### config.mk
export PLATFORM = sky130hd
export DESIGN_NAME = rtc_bus_ctrl
export DESIGN_NICKNAME = d
export VERILOG_FILES = /design/src/rtl/rtc_bus_ctrl_pkg.sv /design/src/rtl/rtc_bus_ctrl_bcd_step.sv /design/src/rtl/rtc_bus_ctrl.sv
export SDC_FILE = /design/constraint.sdc
export NUM_CORES = 1
export LEC_CHECK = 0
export ABC_AREA = 1
export ABC_CLOCK_PERIOD_IN_PS = 2100
export BUFFER_PORTS_ARGS = -buffer_cell sky130_fd_sc_hd__buf_2
export CAP_MARGIN = 20
export CELL_PAD_IN_SITES_DETAIL_PLACEMENT = 0
export CELL_PAD_IN_SITES_GLOBAL_PLACEMENT = 1
export CORE_ASPECT_RATIO = 0.9
export CORE_MARGIN = 2
export CORE_UTILIZATION = 42
export CTS_CLUSTER_SIZE = 25
export DETAILED_ROUTE_END_ITERATION = 10
export GPL_TIMING_DRIVEN = 0
export PLACE_DENSITY = 0.83
export RECOVER_POWER = 100
export SYNTH_ARGS = -nofsm -noshare
export SYNTH_HDL_FRONTEND = slang
export SYNTH_SLANG_ARGS = --single-unit
### constraint.sdc
create_clock -name CLK -period 2.1 [get_ports CLK]
set_input_delay 0.105 -clock CLK [delete_from_list [all_inputs] [get_ports CLK]]
set_output_delay 0.105 -clock CLK [all_outputs]
set_load 0.1 [all_outputs]
### src/rtl/rtc_bus_ctrl_pkg.sv
// Shared definitions for the RTC bus controller: state encoding, default bus phase
// length and the register index -> RTC address / BCD range tables.
package rtc_pkg;

    localparam int TPHASE_DEFAULT = 8;

    typedef enum logic [3:0] {
        ST_IDLE,
        ST_A1,
        ST_G1,
        ST_RD,
        ST_G2,
        ST_CALC,
        ST_A2,
        ST_G3,
        ST_WR,
        ST_G4,
        ST_DONE
    } state_t;

    function automatic logic [7:0] rtc_addr(input logic [2:0] dir);
        logic [7:0] a;
        case (dir)
            3'd1:    a = 8'h21;
            3'd2:    a = 8'h22;
            3'd3:    a = 8'h23;
            3'd4:    a = 8'h24;
            3'd5:    a = 8'h25;
            3'd6:    a = 8'h26;
            3'd7:    a = 8'h41;
            default: a = 8'h00;
        endcase
        return a;
    endfunction

    function automatic logic [7:0] reg_min(input logic [2:0] dir);
        return ((dir == 3'd4) || (dir == 3'd5)) ? 8'h01 : 8'h00;
    endfunction

    function automatic logic [7:0] reg_max(input logic [2:0] dir);
        logic [7:0] m;
        case (dir)
            3'd3:    m = 8'h23;
            3'd4:    m = 8'h31;
            3'd5:    m = 8'h12;
            3'd6:    m = 8'h99;
            default: m = 8'h59;
        endcase
        return m;
    endfunction

endpackage

### src/rtl/rtc_bus_ctrl_bcd_step.sv
// One-step BCD increment/decrement with wrap inside [min_val, max_val]; a malformed
// or out-of-range input collapses to min_val.
module bcd_step (
    input  logic [7:0] value,
    input  logic [7:0] min_val,
    input  logic [7:0] max_val,
    input  logic       up,
    output logic [7:0] result
);

    logic [3:0] hi;
    logic [3:0] lo;
    logic       invalid;

    always_comb begin
        hi      = value[7:4];
        lo      = value[3:0];
        invalid = (hi > 4'd9) || (lo > 4'd9) || (value < min_val) || (value > max_val);
        result  = min_val;
        if (invalid) begin
            result = min_val;
        end else if (up) begin
            if (value == max_val)
                result = min_val;
            else if (lo == 4'd9)
                result = {hi + 4'd1, 4'd0};
            else
                result = {hi, lo + 4'd1};
        end else begin
            if (value == min_val)
                result = max_val;
            else if (lo == 4'd0)
                result = {hi - 4'd1, 4'd9};
            else
                result = {hi, lo - 4'd1};
        end
    end

endmodule

### src/rtl/rtc_bus_ctrl.sv
// Menu-side responder that runs RTC multiplexed-bus read and read-modify-write cycles.
// All bus outputs are registered from the current state, so they lag the state by one cycle.
module rtc_bus_ctrl
    import rtc_pkg::*;
#(
    parameter int TPHASE = TPHASE_DEFAULT
) (
    input  logic       CLK,
    input  logic       RST,
    input  logic       Acceso,
    input  logic [2:0] DIR,
    input  logic       Mod,
    input  logic       Numup,
    input  logic       Numdown,
    output logic       FRW,
    output logic [7:0] Dato,
    output logic [2:0] DatoDir,
    output logic       CS_n,
    output logic       RD_n,
    output logic       WR_n,
    output logic       A_D,
    output logic [7:0] ad_out,
    output logic       ad_oe,
    input  logic [7:0] ad_in
);

    localparam int CW = $clog2(TPHASE);

    state_t        state_q, state_d;
    logic [CW-1:0] cnt_q, cnt_d;
    logic [2:0]    dir_q, dir_d;
    logic          mod_q, mod_d;
    logic          up_q, up_d;
    logic          down_q, down_d;
    logic [7:0]    rdval_q, rdval_d;
    logic [7:0]    newval_q, newval_d;
    logic [7:0]    step_res;
    logic [7:0]    min_val;
    logic [7:0]    max_val;
    logic          phase_end;
    logic          timed;
    logic          do_modify;

    logic          cs_n_q, cs_n_d;
    logic          rd_n_q, rd_n_d;
    logic          wr_n_q, wr_n_d;
    logic          a_d_q, a_d_d;
    logic          ad_oe_q, ad_oe_d;
    logic [7:0]    ad_out_q, ad_out_d;
    logic          frw_q, frw_d;
    logic [7:0]    dato_q, dato_d;
    logic [2:0]    datodir_q, datodir_d;

    assign min_val   = reg_min(dir_q);
    assign max_val   = reg_max(dir_q);
    assign phase_end = (cnt_q == CW'(TPHASE - 1));
    // Either both or neither direction bit set degrades the request to a plain read.
    assign do_modify = mod_q & (up_q ^ down_q);

    bcd_step u_bcd_step (
        .value   (rdval_q),
        .min_val (min_val),
        .max_val (max_val),
        .up      (up_q),
        .result  (step_res)
    );

    always_comb begin
        state_d  = state_q;
        cnt_d    = cnt_q;
        dir_d    = dir_q;
        mod_d    = mod_q;
        up_d     = up_q;
        down_d   = down_q;
        rdval_d  = rdval_q;
        newval_d = newval_q;
        timed    = 1'b0;

        case (state_q)
            ST_IDLE: begin
                if (Acceso) begin
                    dir_d    = DIR;
                    mod_d    = Mod;
                    up_d     = Numup;
                    down_d   = Numdown;
                    rdval_d  = 8'h00;
                    newval_d = 8'h00;
                    state_d  = (DIR == 3'd0) ? ST_DONE : ST_A1;
                end
            end
            ST_A1: begin
                timed = 1'b1;
                if (phase_end) state_d = ST_G1;
            end
            ST_G1: begin
                timed = 1'b1;
                if (phase_end) state_d = ST_RD;
            end
            ST_RD: begin
                timed = 1'b1;
                if (phase_end) begin
                    rdval_d = ad_in;
                    state_d = ST_G2;
                end
            end
            ST_G2: begin
                timed = 1'b1;
                if (phase_end) state_d = do_modify ? ST_CALC : ST_DONE;
            end
            ST_CALC: begin
                newval_d = step_res;
                state_d  = ST_A2;
            end
            ST_A2: begin
                timed = 1'b1;
                if (phase_end) state_d = ST_G3;
            end
            ST_G3: begin
                timed = 1'b1;
                if (phase_end) state_d = ST_WR;
            end
            ST_WR: begin
                timed = 1'b1;
                if (phase_end) state_d = ST_G4;
            end
            ST_G4: begin
                timed = 1'b1;
                if (phase_end) state_d = ST_DONE;
            end
            ST_DONE: begin
                state_d = ST_IDLE;
            end
            default: begin
                state_d = ST_IDLE;
            end
        endcase

        if (timed)
            cnt_d = phase_end ? '0 : cnt_q + CW'(1);
    end

    always_comb begin
        cs_n_d    = 1'b1;
        rd_n_d    = 1'b1;
        wr_n_d    = 1'b1;
        a_d_d     = 1'b1;
        ad_oe_d   = 1'b0;
        ad_out_d  = 8'h00;
        frw_d     = 1'b0;
        dato_d    = dato_q;
        datodir_d = datodir_q;

        case (state_q)
            ST_A1, ST_A2: begin
                cs_n_d   = 1'b0;
                wr_n_d   = 1'b0;
                a_d_d    = 1'b0;
                ad_oe_d  = 1'b1;
                ad_out_d = rtc_addr(dir_q);
            end
            ST_RD: begin
                cs_n_d = 1'b0;
                rd_n_d = 1'b0;
            end
            ST_WR: begin
                cs_n_d   = 1'b0;
                wr_n_d   = 1'b0;
                ad_oe_d  = 1'b1;
                ad_out_d = newval_q;
            end
            ST_DONE: begin
                frw_d     = 1'b1;
                dato_d    = do_modify ? newval_q : rdval_q;
                datodir_d = dir_q;
            end
            default: begin
            end
        endcase
    end

    always_ff @(posedge CLK or posedge RST) begin
        if (RST) begin
            state_q   <= ST_IDLE;
            cnt_q     <= '0;
            dir_q     <= 3'd0;
            mod_q     <= 1'b0;
            up_q      <= 1'b0;
            down_q    <= 1'b0;
            rdval_q   <= 8'h00;
            newval_q  <= 8'h00;
            cs_n_q    <= 1'b1;
            rd_n_q    <= 1'b1;
            wr_n_q    <= 1'b1;
            a_d_q     <= 1'b1;
            ad_oe_q   <= 1'b0;
            ad_out_q  <= 8'h00;
            frw_q     <= 1'b0;
            dato_q    <= 8'h00;
            datodir_q <= 3'd0;
        end else begin
            state_q   <= state_d;
            cnt_q     <= cnt_d;
            dir_q     <= dir_d;
            mod_q     <= mod_d;
            up_q      <= up_d;
            down_q    <= down_d;
            rdval_q   <= rdval_d;
            newval_q  <= newval_d;
            cs_n_q    <= cs_n_d;
            rd_n_q    <= rd_n_d;
            wr_n_q    <= wr_n_d;
            a_d_q     <= a_d_d;
            ad_oe_q   <= ad_oe_d;
            ad_out_q  <= ad_out_d;
            frw_q     <= frw_d;
            dato_q    <= dato_d;
            datodir_q <= datodir_d;
        end
    end

    assign CS_n    = cs_n_q;
    assign RD_n    = rd_n_q;
    assign WR_n    = wr_n_q;
    assign A_D     = a_d_q;
    assign ad_oe   = ad_oe_q;
    assign ad_out  = ad_out_q;
    assign FRW     = frw_q;
    assign Dato    = dato_q;
    assign DatoDir = datodir_q;

endmodule

==> qor.csv <==
metric,value,unit
cp_max_fo,7,
final_hold_viol_count,0,
die_w,94.59,um
gp_congestion,0.8814,
layoutNonFillerInstCount,550,
grt_overflow_total,0,
clkSinkCount,54,
die-area,0.008089,mm^2
antenna_found_initial,0,
synth_warnings,0,
synth_top_cell_area_share,40.34,%
grt_pass1_wl,12790,um
wirelength,7851,um
antenna_left,0,
num_vias,2799,
routedWlPerCell,14.27,um
cts_root_buffer,clkbuf_8,
clock.fmax,491.4,MHz
period_minus_slack,2.035,ns
drive_gt1_share,19.04,%
drtIter0Drc,167,
drc,0,
dpl.hpwl,5931,um
end_kind,register,
finish.utilization,50.70,%
grt_max_degree,35,
setup_viol,0,
finalNetCount,487,
max_slew.worst_pin.slew,1.180,ns
hold_path.startpoint,ad_in[3],
slew_headroom,21.65,%
worst_r2r_startpoint,dir_q[1],
slew_viol_final,0,
ff2ff_setup_slack,0.07,ns
track_usage,20.52,%
hold_end,rdval_q[3],
clockBufferDepth,2,
h-tree-depth,2,
firstDrtPassIters,4,
clock_latency,0.31,ns
setup_tns,0,ns
reg2reg_depth,13,
yosysTopAreaCell,dfrtp_1,
cts_buffers,5,
cap_violations,0,
synth-main-ff-cell,dfrtp_1,
hold_class,in2reg,
r2r_end,newval_q[5],
multiInputGateArea,0.001546,mm^2
synth-seq-cells,54,
syn_nets,428,
fillers,739,
core_area,0.007112,mm^2
layout.area.seq,0.001360,mm^2
synthTopCellsByCount,"nand2_1 (108), dfrtp_1 (50), inv_1 (35)",
rsz0062_at_grt,true,
antenna-diode-count,0,
syn_to_final_growth,16.26,%
cts_tree,done,
num_rows,29,
avgViaCountPerCell,5.089,
clock_skew,0.004677,ns
synth_edf_count,0,
die_h,85.53,um
syn_inst,397,
yosysMostFrequentCell,nand2_1,
critical_path_class,reg2reg,
cp_data_required_time,2.31,ns
dp_cells,532,
outcome,"complete, no violations",
port_buffers,41,
hold_depth,3,
initial_core_util,43.61,%
path_clk_slew,0.10,ns
synth_area_per_cell,7.813,um^2
synth_cell_types,32,
crit_arrival,2.24,ns
start_kind,register,
timing.final.crit_share,96.90,%
synthArstFlopShare,100.0,%
io_pins,42,
grt_pass1_vias,2638,
yosysSeqAreaShare,43.73,%
syn_area,0.003102,mm^2
synth_area_leaders,"dfrtp_1 (40%), nand2_1 (13%), ha_1 (5.6%)",
-- stage by stage --
| step | hold slack [ns] | worst slack, ns | instance area, um^2 |
|---|---|---|---|
| final | 0.02209 | 0.06520 | 3606 |
| after global routing | 0.02043 | -0.05729 | 3606 |
| after CTS | 0.01970 | 0.001288 | 3651 |
| after detailed placement | 0.1398 | -0.2429 | 3443 |
| after global placement | 0.3484 | -0.2382 | 3423 |
| after floorplan | 0.2537 | 0.1482 | 3102 |
-- placed cells by master, fill, tap and decap left out, types with 2 or more instances in the layout --
cell type | synthesis | layout
ha_1 | 14 | 13
nor2_2 | 10 | 4
nor3_1 | 1 | 2
nor2_4 | 4 | 6
buf_2 | 3 | 17
o21ai_0 | 18 | 26
clkinv_1 | 0 | 3
dfrtp_1 | 50 | 47
inv_1 | 35 | 36
inv_2 | 15 | 10
nand3_2 | 3 | 2
a21oi_1 | 16 | 15
a21oi_2 | 0 | 2
nand2_4 | 1 | 3
dfrtp_2 | 0 | 3
mux2_2 | 2 | 2
nand2_2 | 7 | 10
buf_6 | 2 | 2
clkbuf_1 | 1 | 29
o21ai_1 | 27 | 18
xor2_1 | 2 | 2
dfstp_2 | 4 | 4
nand2_1 | 108 | 103
clkbuf_8 | 0 | 5
nand3_1 | 32 | 32
buf_4 | 1 | 9
nor2_1 | 23 | 27
nand4_1 | 3 | 3
o22ai_1 | 5 | 5
o211ai_1 | 4 | 4
-- registers in the layout, summed over array words and instances, names as in the netlist, 3 cells and up --
| signal | cells |
|---|---|
| newval_q | 8 |
| state_q | 4 |
| Dato | 8 |
| ad_out | 8 |
| DatoDir | 3 |
| rdval_q | 8 |
| cnt_q | 3 |
| dir_q | 3 |
-- layout make-up --
class                   instances  share of cell area (%)
inverters                      50                   5.274
clock buffers                   5                   1.908
clock inverters                 3                  0.6940
repair buffers                 52                   7.113
multi-input cells             286                   42.89
plain buffers                   7                   1.180
well taps                      93                   3.227
flip-flops and latches         54                   37.72
-- what timing repair did --
item / CTS / global route
hold endpoints to repair: 16 / 0
endpoints found under the setup margin: 8 / 8
hold buffers: 1 / 0
pin swaps: 9 / 9
resized for setup: 15 / 13
setup buffers: 7 / 2
-- layer usage --
metal  vias to the layer above  global-route usage [%]  routed length (um)
met5                         -                       0                   0
met4                         0                   5.402                  89
met3                         8                   4.218                 550
met2                        92                   31.62                3380
met1                      1281                   29.71                3830
li1                       1418                       -                   -
-- critical path, stage by stage, from the launching register on --
cell	delay, ns
dfrtp_2	0.48
nand2_4	0.11
nor2_4	0.06
nor2_2	0.13
nand2_2	0.08
ha_1	0.29
nand2_2	0.07
nor2_4	0.15
nand2_4	0.11
buf_4	0.16
o211ai_1	0.08
nand2_1	0.07
nand2_1	0.09
o21ai_1	0.05
-- worst max-delay path by stage --
stage,from,to,slack (ns),depth (start not counted)
6_report,dir_q[1],newval_q[5],0.07,13
5_1_grt,dir_q[1],newval_q[6],-0.06,16
4_1_cts,dir_q[2],newval_q[5],0.001,14
3_5_place_dp,dir_q[1],newval_q[6],-0.24,12
3_3_place_gp,dir_q[1],newval_q[6],-0.24,12
2_1_floorplan,dir_q[1],newval_q[0],0.15,14
-- cells by family after synthesis --
kind of cell	synth area share, %
compound gates	13.39
mux	0.7260
flops	43.73
fa+ha+maj	5.648
xor+xnor	0.5648
buf+inv	7.624
simple gates	28.32
Power is not shown: default switching activity piles up to over one toggle a cycle in this logic, so the estimate is an artifact.
